`config.mk`:
```
export PLATFORM = sky130hd
export DESIGN_NAME = ulpb_tx_arbiter_flat
export DESIGN_NICKNAME = d
export VERILOG_FILES = /design/src/rtl/ulpb_tx_arbiter_pkg.sv /design/src/rtl/ulpb_tx_arbiter_if.sv /design/src/rtl/ulpb_tx_arbiter_rr_pick.sv /design/src/rtl/ulpb_tx_arbiter.sv /design/src/flat_wrapper.sv
export SDC_FILE = /design/constraint.sdc
export NUM_CORES = 1
export LEC_CHECK = 0
export CORE_UTILIZATION = 42
export DETAILED_ROUTE_END_ITERATION = 16
export HOLD_SLACK_MARGIN = 0.06
export PLACE_DENSITY = 0.88
export SLEW_MARGIN = 30
export SYNTH_ARGS = -nofsm -noshare
export SYNTH_HDL_FRONTEND = slang
export SYNTH_HIERARCHICAL = 1
export SYNTH_SLANG_ARGS = --single-unit
```
`constraint.sdc`:
```
create_clock -name CLK -period 5.55 [get_ports CLK]
set_clock_uncertainty 0.15 [all_clocks]
set_input_delay 0.555 -clock CLK [delete_from_list [all_inputs] [get_ports CLK]]
set_output_delay 0.555 -clock CLK [all_outputs]
set_load 0.05 [all_outputs]
```
`src/rtl/ulpb_tx_arbiter_pkg.sv`:
```
// Shared ULPB definitions: bus widths and arbiter state encodings.
// Imported by the TX arbiter, its interface and the testbench.
package ulpb_def;

    localparam int ADDR_WIDTH = 8;
    localparam int DATA_WIDTH = 32;

    typedef enum logic [2:0] {
        ARB_IDLE    = 3'd0,
        ARB_SEND    = 3'd1,
        ARB_WDONE   = 3'd2,
        ARB_NEXT    = 3'd3,
        ARB_RESULT  = 3'd4,
        ARB_RELEASE = 3'd5
    } arb_state_t;

endpackage

```
`src/rtl/ulpb_tx_arbiter_if.sv`:
```
// Client-side and node-side signals of the ULPB TX arbiter.
// master = arbiter view, slave = clients/node view.
interface ulpb_tx_arbiter_if
    import ulpb_def::*;
#(
    parameter int NUM_REQ = 4,
    parameter int GW      = $clog2(NUM_REQ)
);
    logic [NUM_REQ*ADDR_WIDTH-1:0] C_ADDR;
    logic [NUM_REQ*DATA_WIDTH-1:0] C_DATA;
    logic [NUM_REQ-1:0]            C_PEND;
    logic [NUM_REQ-1:0]            C_PRIORITY;
    logic [NUM_REQ-1:0]            C_REQ;
    logic [NUM_REQ-1:0]            C_ACK;
    logic [NUM_REQ-1:0]            C_SUCC;
    logic [NUM_REQ-1:0]            C_FAIL;
    logic [NUM_REQ-1:0]            C_RESP_ACK;
    logic [ADDR_WIDTH-1:0]         TX_ADDR;
    logic [DATA_WIDTH-1:0]         TX_DATA;
    logic                          TX_PEND;
    logic                          PRIORITY;
    logic                          TX_REQ;
    logic                          TX_ACK;
    logic                          TX_SUCC;
    logic                          TX_FAIL;
    logic                          TX_RESP_ACK;
    logic                          BUSY;
    logic [GW-1:0]                 GRANT_ID;

    modport master (
        input  C_ADDR, C_DATA, C_PEND, C_PRIORITY, C_REQ, C_RESP_ACK,
        input  TX_ACK, TX_SUCC, TX_FAIL,
        output C_ACK, C_SUCC, C_FAIL,
        output TX_ADDR, TX_DATA, TX_PEND, PRIORITY, TX_REQ, TX_RESP_ACK,
        output BUSY, GRANT_ID
    );

    modport slave (
        output C_ADDR, C_DATA, C_PEND, C_PRIORITY, C_REQ, C_RESP_ACK,
        output TX_ACK, TX_SUCC, TX_FAIL,
        input  C_ACK, C_SUCC, C_FAIL,
        input  TX_ADDR, TX_DATA, TX_PEND, PRIORITY, TX_REQ, TX_RESP_ACK,
        input  BUSY, GRANT_ID
    );

endinterface

```
`src/rtl/ulpb_tx_arbiter_rr_pick.sv`:
```
// Combinational round-robin picker: priority requesters first,
// otherwise any requester, scanning upward from rr with wrap.
module ulpb_rr_pick #(
    parameter int N  = 4,
    parameter int GW = $clog2(N)
) (
    input  logic [N-1:0]  req_i,
    input  logic [N-1:0]  prio_i,
    input  logic [GW-1:0] rr_i,
    output logic          vld_o,
    output logic [GW-1:0] idx_o
);

    logic          pfound;
    logic          nfound;
    logic [GW-1:0] pidx;
    logic [GW-1:0] nidx;
    logic [GW-1:0] jj;
    int            j;

    // first priority requester and first plain requester from rr
    always_comb begin
        pfound = 1'b0;
        nfound = 1'b0;
        pidx   = '0;
        nidx   = '0;
        jj     = '0;
        j      = 0;
        for (int k = 0; k < N; k++) begin
            j = int'(rr_i) + k;
            if (j >= N) begin
                j = j - N;
            end
            jj = GW'(j);
            if (!pfound && req_i[jj] && prio_i[jj]) begin
                pfound = 1'b1;
                pidx   = jj;
            end
            if (!nfound && req_i[jj]) begin
                nfound = 1'b1;
                nidx   = jj;
            end
        end
        vld_o = |req_i;
        idx_o = pfound ? pidx : nidx;
    end

endmodule

```
`src/rtl/ulpb_tx_arbiter.sv`:
```
// Shares one ULPB node TX port between NUM_REQ clients; the grant
// is locked for a whole TX_PEND chain and the result is routed back.
module ulpb_tx_arbiter
    import ulpb_def::*;
#(
    parameter int NUM_REQ = 4,
    parameter int GW      = $clog2(NUM_REQ)
) (
    input  logic              CLK,
    input  logic              RESET,
    ulpb_tx_arbiter_if.master bus
);

    arb_state_t              state_q, state_d;
    logic [GW-1:0]           g_q, g_d;
    logic [GW-1:0]           rr_q, rr_d;
    logic [GW-1:0]           sel;
    logic [GW-1:0]           pick_idx;
    logic                    pick_vld;
    logic [ADDR_WIDTH-1:0]   addr_q, addr_d;
    logic [DATA_WIDTH-1:0]   data_q, data_d;
    logic                    pend_q, pend_d;
    logic                    prio_q, prio_d;
    logic                    txreq_q, txreq_d;
    logic                    resp_q, resp_d;
    logic                    busy_q;
    logic [NUM_REQ-1:0]      ack_q, ack_d;
    logic [NUM_REQ-1:0]      succ_q, succ_d;
    logic [NUM_REQ-1:0]      fail_q, fail_d;
    logic [ADDR_WIDTH-1:0]   c_addr [NUM_REQ];
    logic [DATA_WIDTH-1:0]   c_data [NUM_REQ];

    for (genvar i = 0; i < NUM_REQ; i++) begin : g_slice
        assign c_addr[i] = bus.C_ADDR[i*ADDR_WIDTH +: ADDR_WIDTH];
        assign c_data[i] = bus.C_DATA[i*DATA_WIDTH +: DATA_WIDTH];
    end

    ulpb_rr_pick #(
        .N  (NUM_REQ),
        .GW (GW)
    ) u_pick (
        .req_i  (bus.C_REQ),
        .prio_i (bus.C_PRIORITY),
        .rr_i   (rr_q),
        .vld_o  (pick_vld),
        .idx_o  (pick_idx)
    );

    // word source: the arbitration winner when idle, else the owner
    assign sel = (state_q == ARB_IDLE) ? pick_idx : g_q;

    // next-state and output-register logic of the grant FSM
    always_comb begin
        state_d = state_q;
        g_d     = g_q;
        rr_d    = rr_q;
        addr_d  = addr_q;
        data_d  = data_q;
        pend_d  = pend_q;
        prio_d  = prio_q;
        txreq_d = txreq_q;
        resp_d  = resp_q;
        ack_d   = ack_q;
        succ_d  = succ_q;
        fail_d  = fail_q;
        unique case (state_q)
            ARB_IDLE: begin
                if (pick_vld) begin
                    g_d     = pick_idx;
                    addr_d  = c_addr[sel];
                    data_d  = c_data[sel];
                    pend_d  = bus.C_PEND[sel];
                    prio_d  = bus.C_PRIORITY[sel];
                    txreq_d = 1'b1;
                    state_d = ARB_SEND;
                end
            end
            ARB_SEND: begin
                if (bus.TX_FAIL) begin
                    txreq_d = 1'b0;
                    state_d = ARB_RESULT;
                end else if (bus.TX_ACK) begin
                    txreq_d    = 1'b0;
                    ack_d[g_q] = 1'b1;
                    state_d    = ARB_WDONE;
                end
            end
            ARB_WDONE: begin
                if (!bus.C_REQ[g_q] && !bus.TX_ACK) begin
                    ack_d   = '0;
                    state_d = pend_q ? ARB_NEXT : ARB_RESULT;
                end
            end
            ARB_NEXT: begin
                if (bus.TX_FAIL) begin
                    state_d = ARB_RESULT;
                end else if (bus.C_REQ[g_q]) begin
                    addr_d  = c_addr[sel];
                    data_d  = c_data[sel];
                    pend_d  = bus.C_PEND[sel];
                    prio_d  = bus.C_PRIORITY[sel];
                    txreq_d = 1'b1;
                    state_d = ARB_SEND;
                end
            end
            ARB_RESULT: begin
                if (!(succ_q[g_q] || fail_q[g_q])) begin
                    if (bus.TX_FAIL) begin
                        fail_d[g_q] = 1'b1;
                    end else if (bus.TX_SUCC) begin
                        succ_d[g_q] = 1'b1;
                    end
                end else if (bus.C_RESP_ACK[g_q]) begin
                    resp_d  = 1'b1;
                    state_d = ARB_RELEASE;
                end
            end
            ARB_RELEASE: begin
                if (!bus.TX_SUCC && !bus.TX_FAIL) begin
                    resp_d  = 1'b0;
                    succ_d  = '0;
                    fail_d  = '0;
                    rr_d    = (g_q == GW'(NUM_REQ - 1)) ? '0 : g_q + 1'b1;
                    state_d = ARB_IDLE;
                end
            end
            default: state_d = ARB_IDLE;
        endcase
    end

    // state and output registers with synchronous reset
    always_ff @(posedge CLK) begin
        if (RESET) begin
            state_q <= ARB_IDLE;
            g_q     <= '0;
            rr_q    <= '0;
            addr_q  <= '0;
            data_q  <= '0;
            pend_q  <= 1'b0;
            prio_q  <= 1'b0;
            txreq_q <= 1'b0;
            resp_q  <= 1'b0;
            busy_q  <= 1'b0;
            ack_q   <= '0;
            succ_q  <= '0;
            fail_q  <= '0;
        end else begin
            state_q <= state_d;
            g_q     <= g_d;
            rr_q    <= rr_d;
            addr_q  <= addr_d;
            data_q  <= data_d;
            pend_q  <= pend_d;
            prio_q  <= prio_d;
            txreq_q <= txreq_d;
            resp_q  <= resp_d;
            busy_q  <= (state_d != ARB_IDLE);
            ack_q   <= ack_d;
            succ_q  <= succ_d;
            fail_q  <= fail_d;
        end
    end

    assign bus.TX_ADDR     = addr_q;
    assign bus.TX_DATA     = data_q;
    assign bus.TX_PEND     = pend_q;
    assign bus.PRIORITY    = prio_q;
    assign bus.TX_REQ      = txreq_q;
    assign bus.TX_RESP_ACK = resp_q;
    assign bus.C_ACK       = ack_q;
    assign bus.C_SUCC      = succ_q;
    assign bus.C_FAIL      = fail_q;
    assign bus.BUSY        = busy_q;
    assign bus.GRANT_ID    = g_q;

endmodule

```
`src/flat_wrapper.sv`:
```
// flat-port wrapper written by rule: the top's interface ports become plain ports
module ulpb_tx_arbiter_flat import ulpb_def::*;
#(
    parameter int NUM_REQ = 4,
    parameter int GW      = $clog2(NUM_REQ)
)
  (CLK, RESET, bus_C_ADDR, bus_C_DATA, bus_C_PEND, bus_C_PRIORITY, bus_C_REQ, bus_C_RESP_ACK, bus_TX_ACK, bus_TX_SUCC, bus_TX_FAIL, bus_C_ACK, bus_C_SUCC, bus_C_FAIL, bus_TX_ADDR, bus_TX_DATA, bus_TX_PEND, bus_PRIORITY, bus_TX_REQ, bus_TX_RESP_ACK, bus_BUSY, bus_GRANT_ID);
  ulpb_tx_arbiter_if #(.NUM_REQ(NUM_REQ), .GW(GW)) bus_i ();
  input  logic CLK;
  input  logic RESET;
  input wire logic [$bits(bus_i.C_ADDR)-1:0] bus_C_ADDR;
  input wire logic [$bits(bus_i.C_DATA)-1:0] bus_C_DATA;
  input wire logic [$bits(bus_i.C_PEND)-1:0] bus_C_PEND;
  input wire logic [$bits(bus_i.C_PRIORITY)-1:0] bus_C_PRIORITY;
  input wire logic [$bits(bus_i.C_REQ)-1:0] bus_C_REQ;
  input wire logic [$bits(bus_i.C_RESP_ACK)-1:0] bus_C_RESP_ACK;
  input wire logic [$bits(bus_i.TX_ACK)-1:0] bus_TX_ACK;
  input wire logic [$bits(bus_i.TX_SUCC)-1:0] bus_TX_SUCC;
  input wire logic [$bits(bus_i.TX_FAIL)-1:0] bus_TX_FAIL;
  output wire logic [$bits(bus_i.C_ACK)-1:0] bus_C_ACK;
  output wire logic [$bits(bus_i.C_SUCC)-1:0] bus_C_SUCC;
  output wire logic [$bits(bus_i.C_FAIL)-1:0] bus_C_FAIL;
  output wire logic [$bits(bus_i.TX_ADDR)-1:0] bus_TX_ADDR;
  output wire logic [$bits(bus_i.TX_DATA)-1:0] bus_TX_DATA;
  output wire logic [$bits(bus_i.TX_PEND)-1:0] bus_TX_PEND;
  output wire logic [$bits(bus_i.PRIORITY)-1:0] bus_PRIORITY;
  output wire logic [$bits(bus_i.TX_REQ)-1:0] bus_TX_REQ;
  output wire logic [$bits(bus_i.TX_RESP_ACK)-1:0] bus_TX_RESP_ACK;
  output wire logic [$bits(bus_i.BUSY)-1:0] bus_BUSY;
  output wire logic [$bits(bus_i.GRANT_ID)-1:0] bus_GRANT_ID;
  assign bus_i.C_ADDR = bus_C_ADDR;
  assign bus_i.C_DATA = bus_C_DATA;
  assign bus_i.C_PEND = bus_C_PEND;
  assign bus_i.C_PRIORITY = bus_C_PRIORITY;
  assign bus_i.C_REQ = bus_C_REQ;
  assign bus_i.C_RESP_ACK = bus_C_RESP_ACK;
  assign bus_i.TX_ACK = bus_TX_ACK;
  assign bus_i.TX_SUCC = bus_TX_SUCC;
  assign bus_i.TX_FAIL = bus_TX_FAIL;
  assign bus_C_ACK = bus_i.C_ACK;
  assign bus_C_SUCC = bus_i.C_SUCC;
  assign bus_C_FAIL = bus_i.C_FAIL;
  assign bus_TX_ADDR = bus_i.TX_ADDR;
  assign bus_TX_DATA = bus_i.TX_DATA;
  assign bus_TX_PEND = bus_i.TX_PEND;
  assign bus_PRIORITY = bus_i.PRIORITY;
  assign bus_TX_REQ = bus_i.TX_REQ;
  assign bus_TX_RESP_ACK = bus_i.TX_RESP_ACK;
  assign bus_BUSY = bus_i.BUSY;
  assign bus_GRANT_ID = bus_i.GRANT_ID;
  ulpb_tx_arbiter #(.NUM_REQ(NUM_REQ), .GW(GW)) u_core (.CLK(CLK), .RESET(RESET), .bus(bus_i));
endmodule
```
==> run summary <==
The startpoint identified for the worst hold timing path is u_core/bus.TX_ADDR[3]. Via count of the first global-routing pass: 4558. A synthesized cell averages 8.70 µm². The maximum fanout count along the critical path is 19. The flow ran to the end, and the final reports show no timing, DRC or antenna violations. The die is 103 µm wide.

The critical path required time was 5.63 ns; the area overhead of the layout relative to synthesis was 62.4%. The initial antenna violation count is 0, and the number of cells on the worst hold path is 1. Once the floorplan was initialized, standard cells occupied 43.6% of the core. For this run, the total global-route usage over all layers was measured as 25.7%. The run gives 36 as the site row count. Most common cell after layout, fill and taps aside: clkdlybuf4s50_1. At the worst endpoint, the arrival time is 3.94 ns. When the netlist entered floorplanning its net count stood at 677. By startpoint and endpoint, the worst setup path is classified as in2reg. The final net count is 896, and the number of buffers between clock root and the deepest sink is 2.

Share of layout cells above drive strength 1: 5.59%. Summed over all cells, the static leakage comes to 0.00289 µW. The tools report the worst max-slew margin expressed relative to the limit as 49.9%. The min-delay analysis places its worst path in the category reg2reg. The worst setup path is launched from an input port. The tools report the total count of hold-check failures in the final report as 0. TritonCTS built the clock tree.

The first global-routing pass estimated 21300 µm of wire. The worst register-to-register path begins at u_core/rr_q[0]. The later pin in the worst-skew pair is clocked with a latency of 0.34 ns. Highest clock rate: 0.259 GHz. After synthesis, the netlist uses 55 different library cells. The TritonCTS buffer count is 9. The top cell types in the final layout, fill and taps aside, are clkdlybuf4s50_1, nand2_1, mux2i_1. The filler cells instantiated in the layout total 795. The count of pins over their slew limit was 0; the top-level port count was 240. Minimum period implied by the final worst setup slack: 3.86 ns. The region available for standard cell placement spans 0.00982 mm². The worst register-to-register path has a depth of 10. The count of state elements after synthesis was 64; the measured slew at the worst slew-check pin was 0.752 ns. The H-tree was split into 3 levels. The end point of the worst hold path was u_core/bus.TX_ADDR[3]. Number of instances in the synthesized netlist: 492. Once detail routing completed, the nets flagged for antenna violations numbered 0. The prevailing post-synth register cell was dfxtp_1. For this design the ratio of total power to cell area is 312 mW/mm². The tools report the terminus of the critical flop-to-flop path as u_core/bus.TX_DATA[21]. Detailed routing inserted a total of 4737 vias.

Power comes to 2170 µW. The logs give 14300 µm for the overall routed net length and 1.69 ns for the final worst slack. Buffers placed on the I/O ports in this run total 239. The placed wire-length estimate after detailed placement was 11200 µm. Entering global routing, the biggest net connects 45 pins. In this run the register-to-register setup slack is 1.70 ns. The first-pass iteration count of the detailed router was 5. In the routed design, unresolved DRC markers number 0. After clock tree synthesis, the clock-pin slew on the worst setup and hold paths is 0.07 ns.

The tool flagged a number of max-cap violations equal to 0. The Yosys step of the flow raised 6 warnings. The number of synthesized flops with an enable pin was 0; the chip height was 103 µm.

After synthesis, flip-flops and latches occupy 29.9% of the total area. Dividing the detail-routed via count by the number of cells gives 5.58. In this run the clock root is driven by a clkbuf_8. Buffers added to address setup during post-CTS repair amount to 0. The number of gates resized after CTS is 0, and the fraction of the cycle the final worst path needs is 69.6%. After synthesis the cells add up to 0.00428 mm². After global routing the overflow that remains totals 0.

The final RePlAce weighted congestion was 0.888; the wire length per cell after detailed routing was 16.8 µm. The die footprint is 0.0106 mm², and the starting DRC count in detailed routing is 236. The tools report the final number of setup-violating endpoints as 0. Across the VDD grid, the largest voltage drop is 0.000176 V. STA classifies the critical path endpoint as a flip-flop. Buffers inserted to repair hold after CTS numbered 0. After synthesis, the share of flip-flops with an asynchronous set or reset is 0%.

After routing, the total negative slack on setup checks comes to 0 ns. The logs give 1.33 ns for the pre-CTS setup slack and 64 for the number of sinks driven by the clock tree. Setup repair after global routing left no endpoint under its margin. Antenna diode count: 0.
-- critical path, stage by stage --
cell and delay, ns:
clkdlybuf4s50_1 0.57, and3_1 0.23, o32ai_1 0.50, a211oi_1 0.11
nor3_2 0.23, a211oi_2 0.12, mux2i_4 0.56, buf_4 0.43
mux2i_1 0.26, nand2_1 0.08, a32o_1 0.28
-- worst max-delay path by stage --
stage,slack [ns],end,start,cells past startpoint
floorplan,2.71,u_core/bus.TX_ADDR[0],bus_C_PRIORITY[1],11
global placement,1.45,u_core/bus.TX_DATA[16],bus_C_REQ[2],11
detailed placement,1.33,u_core/bus.PRIORITY,bus_C_REQ[1],11
CTS,1.65,u_core/bus.PRIORITY,u_core/rr_q[0],10
global route,1.42,u_core/bus.TX_DATA[21],bus_C_REQ[1],11
finish,1.69,u_core/bus.TX_DATA[21],bus_C_REQ[1],11
-- per-stage QoR --
step | std cells | hold slack [ns] | utilization (%) | area (µm²)
final | 849 | 0.315 | 70.8 | 6950
after global routing | 849 | 0.334 | 70.8 | 6950
after detailed placement | 832 | 0.304 | 68.5 | 6730
after global placement | 829 | 0.296 | 67.9 | 6670
after floorplan | 492 | 0.314 | - | 4280
after CTS | 848 | 0.321 | 70.5 | 6930
-- state kept, by name, summed over array words and instances (netlist names) --
register and flops:
u_core/bus.GRANT_ID 2, u_core/bus.TX_REQ 1, u_core/bus.TX_ADDR 8, u_core/bus.TX_DATA 32, u_core/state_q 3, u_core/bus.BUSY 1, u_core/bus.TX_RESP_ACK 1, u_core/bus.PRIORITY 1
u_core/bus.C_FAIL 4, u_core/bus.C_SUCC 4, u_core/bus.TX_PEND 1, u_core/bus.C_ACK 4, u_core/rr_q 2
-- report_power, final --
part           switching, µW  leakage (µW)  internal [µW]  total (µW)
combinational            656       0.00226            502        1160
clock                    184     0.0000993            219         403
sequential              63.7      0.000527            544         608
total                    903       0.00289           1270        2170
-- cell type report --
type,instances,area (µm²),area share [%]
Clock buffer,11,141,2.03
Clock inverter,5,56.3,0.810
Inverter,7,26.3,0.378
Multi-Input combinational cell,381,2760,39.6
Sequential cell,64,1280,18.4
Tap cell,133,166,2.39
Timing Repair Buffer,248,2530,36.3
-- metal layers --
metal,GRT usage [%],share of wire (%),vias to the layer above
li1,-,-,2261
met1,28.2,38,2241
met2,47.1,53,201
met3,6.78,6.8,34
met4,9.64,2.2,0
met5,0,0,-
-- synth_stat cells (all sizes together) (6+ instances only) --
library cell  instances  area, µm²
a21oi                19       95.1
a31oi                 6       37.5
a32o                 42        420
buf                  27        209
clkbuf               13       48.8
dfxtp                64       1280
inv                   7       26.3
mux2i                89        891
nand2                96        363
nand2b                8       50.1
nand3                 7       35.0
nor2                 30        113
nor2b                 6       37.5
nor3                  8       56.3
o21ai                 9       45.0
-- cell families (layout without fill, tap and decap cells) --
group	after synthesis	after routing	synth area share (%)
and+or+nand+nor	173	173	18.4
AOI/OAI and AO/OA	109	109	20.5
DFF	64	64	29.9
buffers and inverters	47	271	6.63
xor gates and xnor gates	2	2	0.409
adders and majority gates	4	4	1.17
muxes	93	93	23.0
Power figures use the tool's default switching activity.
==> variant 1: new RTL, same flow settings <==
Encoding of `arb_state_t`: now one-hot (6 bits for 6 states).
--- a/src/rtl/ulpb_tx_arbiter_pkg.sv
+++ b/src/rtl/ulpb_tx_arbiter_pkg.sv
@@ -5,13 +5,13 @@
     localparam int ADDR_WIDTH = 8;
     localparam int DATA_WIDTH = 32;
 
-    typedef enum logic [2:0] {
-        ARB_IDLE    = 3'd0,
-        ARB_SEND    = 3'd1,
-        ARB_WDONE   = 3'd2,
-        ARB_NEXT    = 3'd3,
-        ARB_RESULT  = 3'd4,
-        ARB_RELEASE = 3'd5
+    typedef enum logic [5:0] {
+        ARB_IDLE    = 6'b000001,
+        ARB_SEND    = 6'b000010,
+        ARB_WDONE   = 6'b000100,
+        ARB_NEXT    = 6'b001000,
+        ARB_RESULT  = 6'b010000,
+        ARB_RELEASE = 6'b100000
     } arb_state_t;
 
 endpackage
Function: no difference found for any inputs over 4 cycles, from zero or initial values and one cycle with RESET high; so few cycles prove little.
==> variant 1 against the unedited design <==
- setup slack lost 0.23 ns
- sequential cell count grew 3
- power grew 8.8%
- wire length grew 24%
- non-clock buffer count shrank 7
- core utilization shrank 3.0 points
- design area grew 7.0%
- synthesized area grew 12%
- critical path type is now flop to flop
- largest cell class unchanged
- largest power group unchanged
==> variant 1: results (changes against the unedited design) <==
[outcome]
status = complete, no violations  ; unchanged

[critical_path]
timing.critical_path.slowest_stage_cell = sky130_fd_sc_hd__dfxtp_1  ; was sky130_fd_sc_hd__clkdlybuf4s50_1
rrSetupSlack_ns = 1.46  ; was 1.70 ns
arrival_time_at_the_worst_endpoint_ns = 4.12  ; was 3.94 ns
setup.worst_path.end = u_core/bus.TX_ADDR[4]$_SDFFE_PP0P_  ; was u_core/bus.TX_DATA[21]$_SDFFE_PP0P_
worstSetupStartpoint = u_core/rr_q[0]$_SDFFE_PP0P_  ; was bus_C_REQ[1]

[power_and_ir_drop]
clock_power_share_pct = 26.0  ; was 18.6%
combinational_fraction_of_design_power_pct = 48.0  ; was 53.4%
powerSeq_uw = 614  ; was 608 µW
vdd_ir_drop_max_mv = 0.180  ; was 0.176 mV

[global_route]
maximum_number_of_pins_on_one_net_before_global_route_repair = 85  ; was 45
first_global_vias = 5243  ; was 4558
grt_pass1_wl_um = 26700  ; was 21300 µm

[worst_hold_path]
holdPathStages = 2  ; was 1
hold_path_startpoint = u_core/bus.C_ACK[2]$_SDFFE_PP0P_  ; was u_core/bus.TX_ADDR[3]$_SDFFE_PP0P_

[placement]
dpl.hpwl_um = 12500  ; was 11200 µm
detailed_place.area_um2 = 7120  ; was 6730 µm²
place_ws_ns = 0.997  ; was 1.33 ns

[yosys]
syn-num-nets = 740  ; was 677
synth-seq-area-share_pct = 28.0  ; was 29.9%
synth.distinct_cells = 62  ; was 55
avgSynthCellArea_um2 = 8.63  ; was 8.70 µm²

[drt]
routed_via_density = 5.91  ; was 5.58
drt_iter0_markers = 510  ; was 236
met3_wirelength_um = 1490  ; was 970 µm

[cells_and_area]
fraction_of_layout_cells_with_a_size_suffix_above_1_pct = 10.4  ; was 5.59%

[clock_tree]
cts_root_buf = sky130_fd_sc_hd__clkbuf_16  ; was sky130_fd_sc_hd__clkbuf_8

[timing]
period_share_pct = 73.7  ; was 69.6%

[variant 1: changes by cell type after synthesis, sizes merged, moves of 41 or more]
| cell | delta |
|---|---|
| nand2 | -76 |
| o32ai | +42 |
| a32o | -42 |
| and3 | +86 |
| a211oi | +85 |
| mux2i | -84 |
| inv | +41 |
[variant 1: layout make-up]
class | instances | area [µm²] | share of cell area [%]
clock buffers | 10 | 239 | 3.21
clock inverters | 5 | 77.6 | 1.04
inverters | 48 | 180 | 2.42
multi-input cells | 386 | 3020 | 40.6
flip-flops and latches | 67 | 1340 | 18.0
well taps | 140 | 175 | 2.35
repair buffers | 241 | 2410 | 32.3
[variant 1: cell families (layout without fill, tap and decap cells)]
logic type                 count (synthesis)  in the layout  share of synthesized area [%]
adders and majority gates                  4              4                           1.05
xor gates and xnor gates                   3              3                          0.549
muxes                                     10             10                           3.48
DFF                                       67             67                           28.0
and+or+nand+nor                          182            182                           22.3
buffers and inverters                    102            304                           9.75
AOI/OAI and AO/OA                        187            187                           34.8
==> variant 2: new RTL, same flow settings <==
Made on the original files. `ADDR_WIDTH`: 8 -> 9.
--- a/src/rtl/ulpb_tx_arbiter_pkg.sv
+++ b/src/rtl/ulpb_tx_arbiter_pkg.sv
@@ -2,7 +2,7 @@
 // Imported by the TX arbiter, its interface and the testbench.
 package ulpb_def;
 
-    localparam int ADDR_WIDTH = 8;
+    localparam int ADDR_WIDTH = 9;
     localparam int DATA_WIDTH = 32;
 
     typedef enum logic [2:0] {
Ports: changed (resized bus_C_ADDR and bus_TX_ADDR); port bits go from 240 to 245. The function was not compared with the original's and may differ.
==> variant 2 against the unedited design <==
- synthesized area up 39%
- design area grew 25%
- critical path depth fell by 1
- highest routed layer unchanged
- critical path type unchanged
- power is 28% higher
- non-clock buffer count up 8
- sequential cell count is 1 higher
- cell count is 22% higher
- setup slack worse by 0.40 ns
- wire length grew 45%
==> variant 2: results (changes against the unedited design) <==
[outcome]
status = complete, no violations  ; unchanged

[timing]
worst_slew_pin_slew_ns = 0.953  ; was 0.752 ns

[yosys]
synth-seq-area-share_pct = 21.8  ; was 29.9%
synth.distinct_cells = 61  ; was 55
syn-num-nets = 851  ; was 677
synth_top_cells_by_area = sky130_fd_sc_hd__dfxtp_1 (22%), sky130_fd_sc_hd__a2111oi_4 (18%), sky130_fd_sc_hd__and3_1 (18%)  ; was sky130_fd_sc_hd__dfxtp_1 (30%), sky130_fd_sc_hd__mux2i_1 (21%), sky130_fd_sc_hd__a32o_1 (9.8%)
netlist_top_cells_count = sky130_fd_sc_hd__and3_1 (174), sky130_fd_sc_hd__dfxtp_1 (65), sky130_fd_sc_hd__nand2_1 (51), sky130_fd_sc_hd__a2111oi_0 (48), sky130_fd_sc_hd__clkbuf_1 (46)  ; was sky130_fd_sc_hd__nand2_1 (95), sky130_fd_sc_hd__mux2i_1 (89), sky130_fd_sc_hd__dfxtp_1 (64), sky130_fd_sc_hd__a32o_1 (42), sky130_fd_sc_hd__nor2_1 (30)
adder_and_majority_gate_portion_of_the_synthesized_area_pct = 0.839  ; was 1.17%
synthXorXnorAreaFrac_pct = 0.294  ; was 0.409%

[critical_path]
arrival_time_at_the_worst_endpoint_ns = 4.36  ; was 3.94 ns
cp_slowest_stage_delay_ns = 0.85  ; was 0.57 ns
worst_path_dominant_cell_family = buffers and inverters  ; was compound AO/OA/AOI/OAI gates
rrSetupSlack_ns = 1.32  ; was 1.70 ns
timing.critical_path.slowest_stage_cell = sky130_fd_sc_hd__buf_4  ; was sky130_fd_sc_hd__clkdlybuf4s50_1
path_max_fanout = 31  ; was 19

[global_route]
grt_pass1_wl_um = 32000  ; was 21300 µm
first_global_vias = 6212  ; was 4558
maximum_number_of_pins_on_one_net_before_global_route_repair = 88  ; was 45
gr-usage-met1_pct = 33.1  ; was 28.2%
gr-usage-met2_pct = 45.6  ; was 47.1%

[placement]
gp_congestion = 0.886  ; was 0.888
portBuffers = 244  ; was 239
place_ws_ns = 0.965  ; was 1.33 ns
detailed_place.area_um2 = 8380  ; was 6730 µm²

[drt]
drt_iter0_markers = 558  ; was 236
wl_per_cell_um = 19.9  ; was 16.8 µm
firstDrtPassIters = 4  ; was 5
routed_via_density = 6.21  ; was 5.58

[cells_and_area]
fillCellCount = 1222  ; was 795
nNetsFinal = 1041  ; was 896
fraction_of_layout_cells_with_a_size_suffix_above_1_pct = 10.6  ; was 5.59%

[worst_hold_path]
hold_path_startpoint = u_core/bus.TX_ADDR[1]$_SDFFE_PP0P_  ; was u_core/bus.TX_ADDR[3]$_SDFFE_PP0P_
holdPathStages = 2  ; was 1

[floorplanning]
core_region_area_um2 = 13900  ; was 9820 µm²

[clock_tree]
cts_root_buf = sky130_fd_sc_hd__clkbuf_16  ; was sky130_fd_sc_hd__clkbuf_8

[power_and_ir_drop]
vdd_ir_drop_max_mv = 0.217  ; was 0.176 mV

[variant 2: worst max path at each step]
stage                     slack [ns]                         from                             endpoint  depth (start not counted)
after floorplan                 2.70                 bus_C_REQ[3]  u_core/bus.TX_DATA[15]$_SDFFE_PP0P_                          9
after global placement          1.06                 bus_C_REQ[2]  u_core/bus.TX_DATA[13]$_SDFFE_PP0P_                         10
after detailed placement        0.97            bus_C_PRIORITY[1]  u_core/bus.TX_DATA[13]$_SDFFE_PP0P_                         10
after CTS                       1.32  u_core/rr_q[0]$_SDFFE_PP0P_  u_core/bus.TX_DATA[13]$_SDFFE_PP0P_                          9
after global routing            1.09  u_core/rr_q[0]$_SDFFE_PP0P_  u_core/bus.TX_DATA[29]$_SDFFE_PP0P_                          9
final                           1.29            bus_C_PRIORITY[1]  u_core/bus.TX_DATA[13]$_SDFFE_PP0P_                         10
[variant 2: where the power goes]
group	total, mW	leakage, nW	internal [mW]	switching, mW
clock network	0.542	0.124	0.305	0.237
registers	0.656	0.535	0.567	0.0891
logic	1.58	2.69	0.613	0.967
[variant 2: cell type report]
type / count / area [µm²] / share of cell area, %
multi-input cells: 510 / 4290 / 49.4
repair buffers: 256 / 2540 / 29.3
clock inverters: 7 / 56.3 / 0.649
flip-flops and latches: 65 / 1300 / 15.0
well taps: 180 / 225 / 2.60
clock buffers: 9 / 225 / 2.60
inverters: 10 / 37.5 / 0.433
[variant 2: through the flow]
stage	total power [mW]	utilization, %	hold WS (ns)	instances
floorplan	1.72	-	0.357	662
global placement	2.21	60.4	0.285	1021
detailed placement	2.23	60.4	0.290	1021
CTS	2.78	62.4	0.303	1037
global route	2.91	62.5	0.317	1037
finish	2.78	62.5	0.301	1037
[variant 2: cell families (layout without fill, tap and decap cells)]
family / after synthesis / count (layout)
DFF: 65 / 65
muxes: 12 / 12
AOI/OAI and AO/OA: 190 / 190
buffers and inverters: 87 / 282
xor gates and xnor gates: 2 / 2
and+or+nand+nor: 302 / 302
adders and majority gates: 4 / 4
[variant 2: worst min-delay path, cell delays in order, from the launching register on]
cell and delay, ns:
sky130_fd_sc_hd__dfxtp_1 0.32, sky130_fd_sc_hd__nand2_1 0.05, sky130_fd_sc_hd__o31ai_1 0.05
[variant 2: per-layer routing]
layer | part of all wire (%) | vias to the layer above
met1 | 40 | 3078
met4 | 3.6 | 0
met2 | 47 | 307
met3 | 8.7 | 56
met5 | 0 | -
li1 | - | 3000
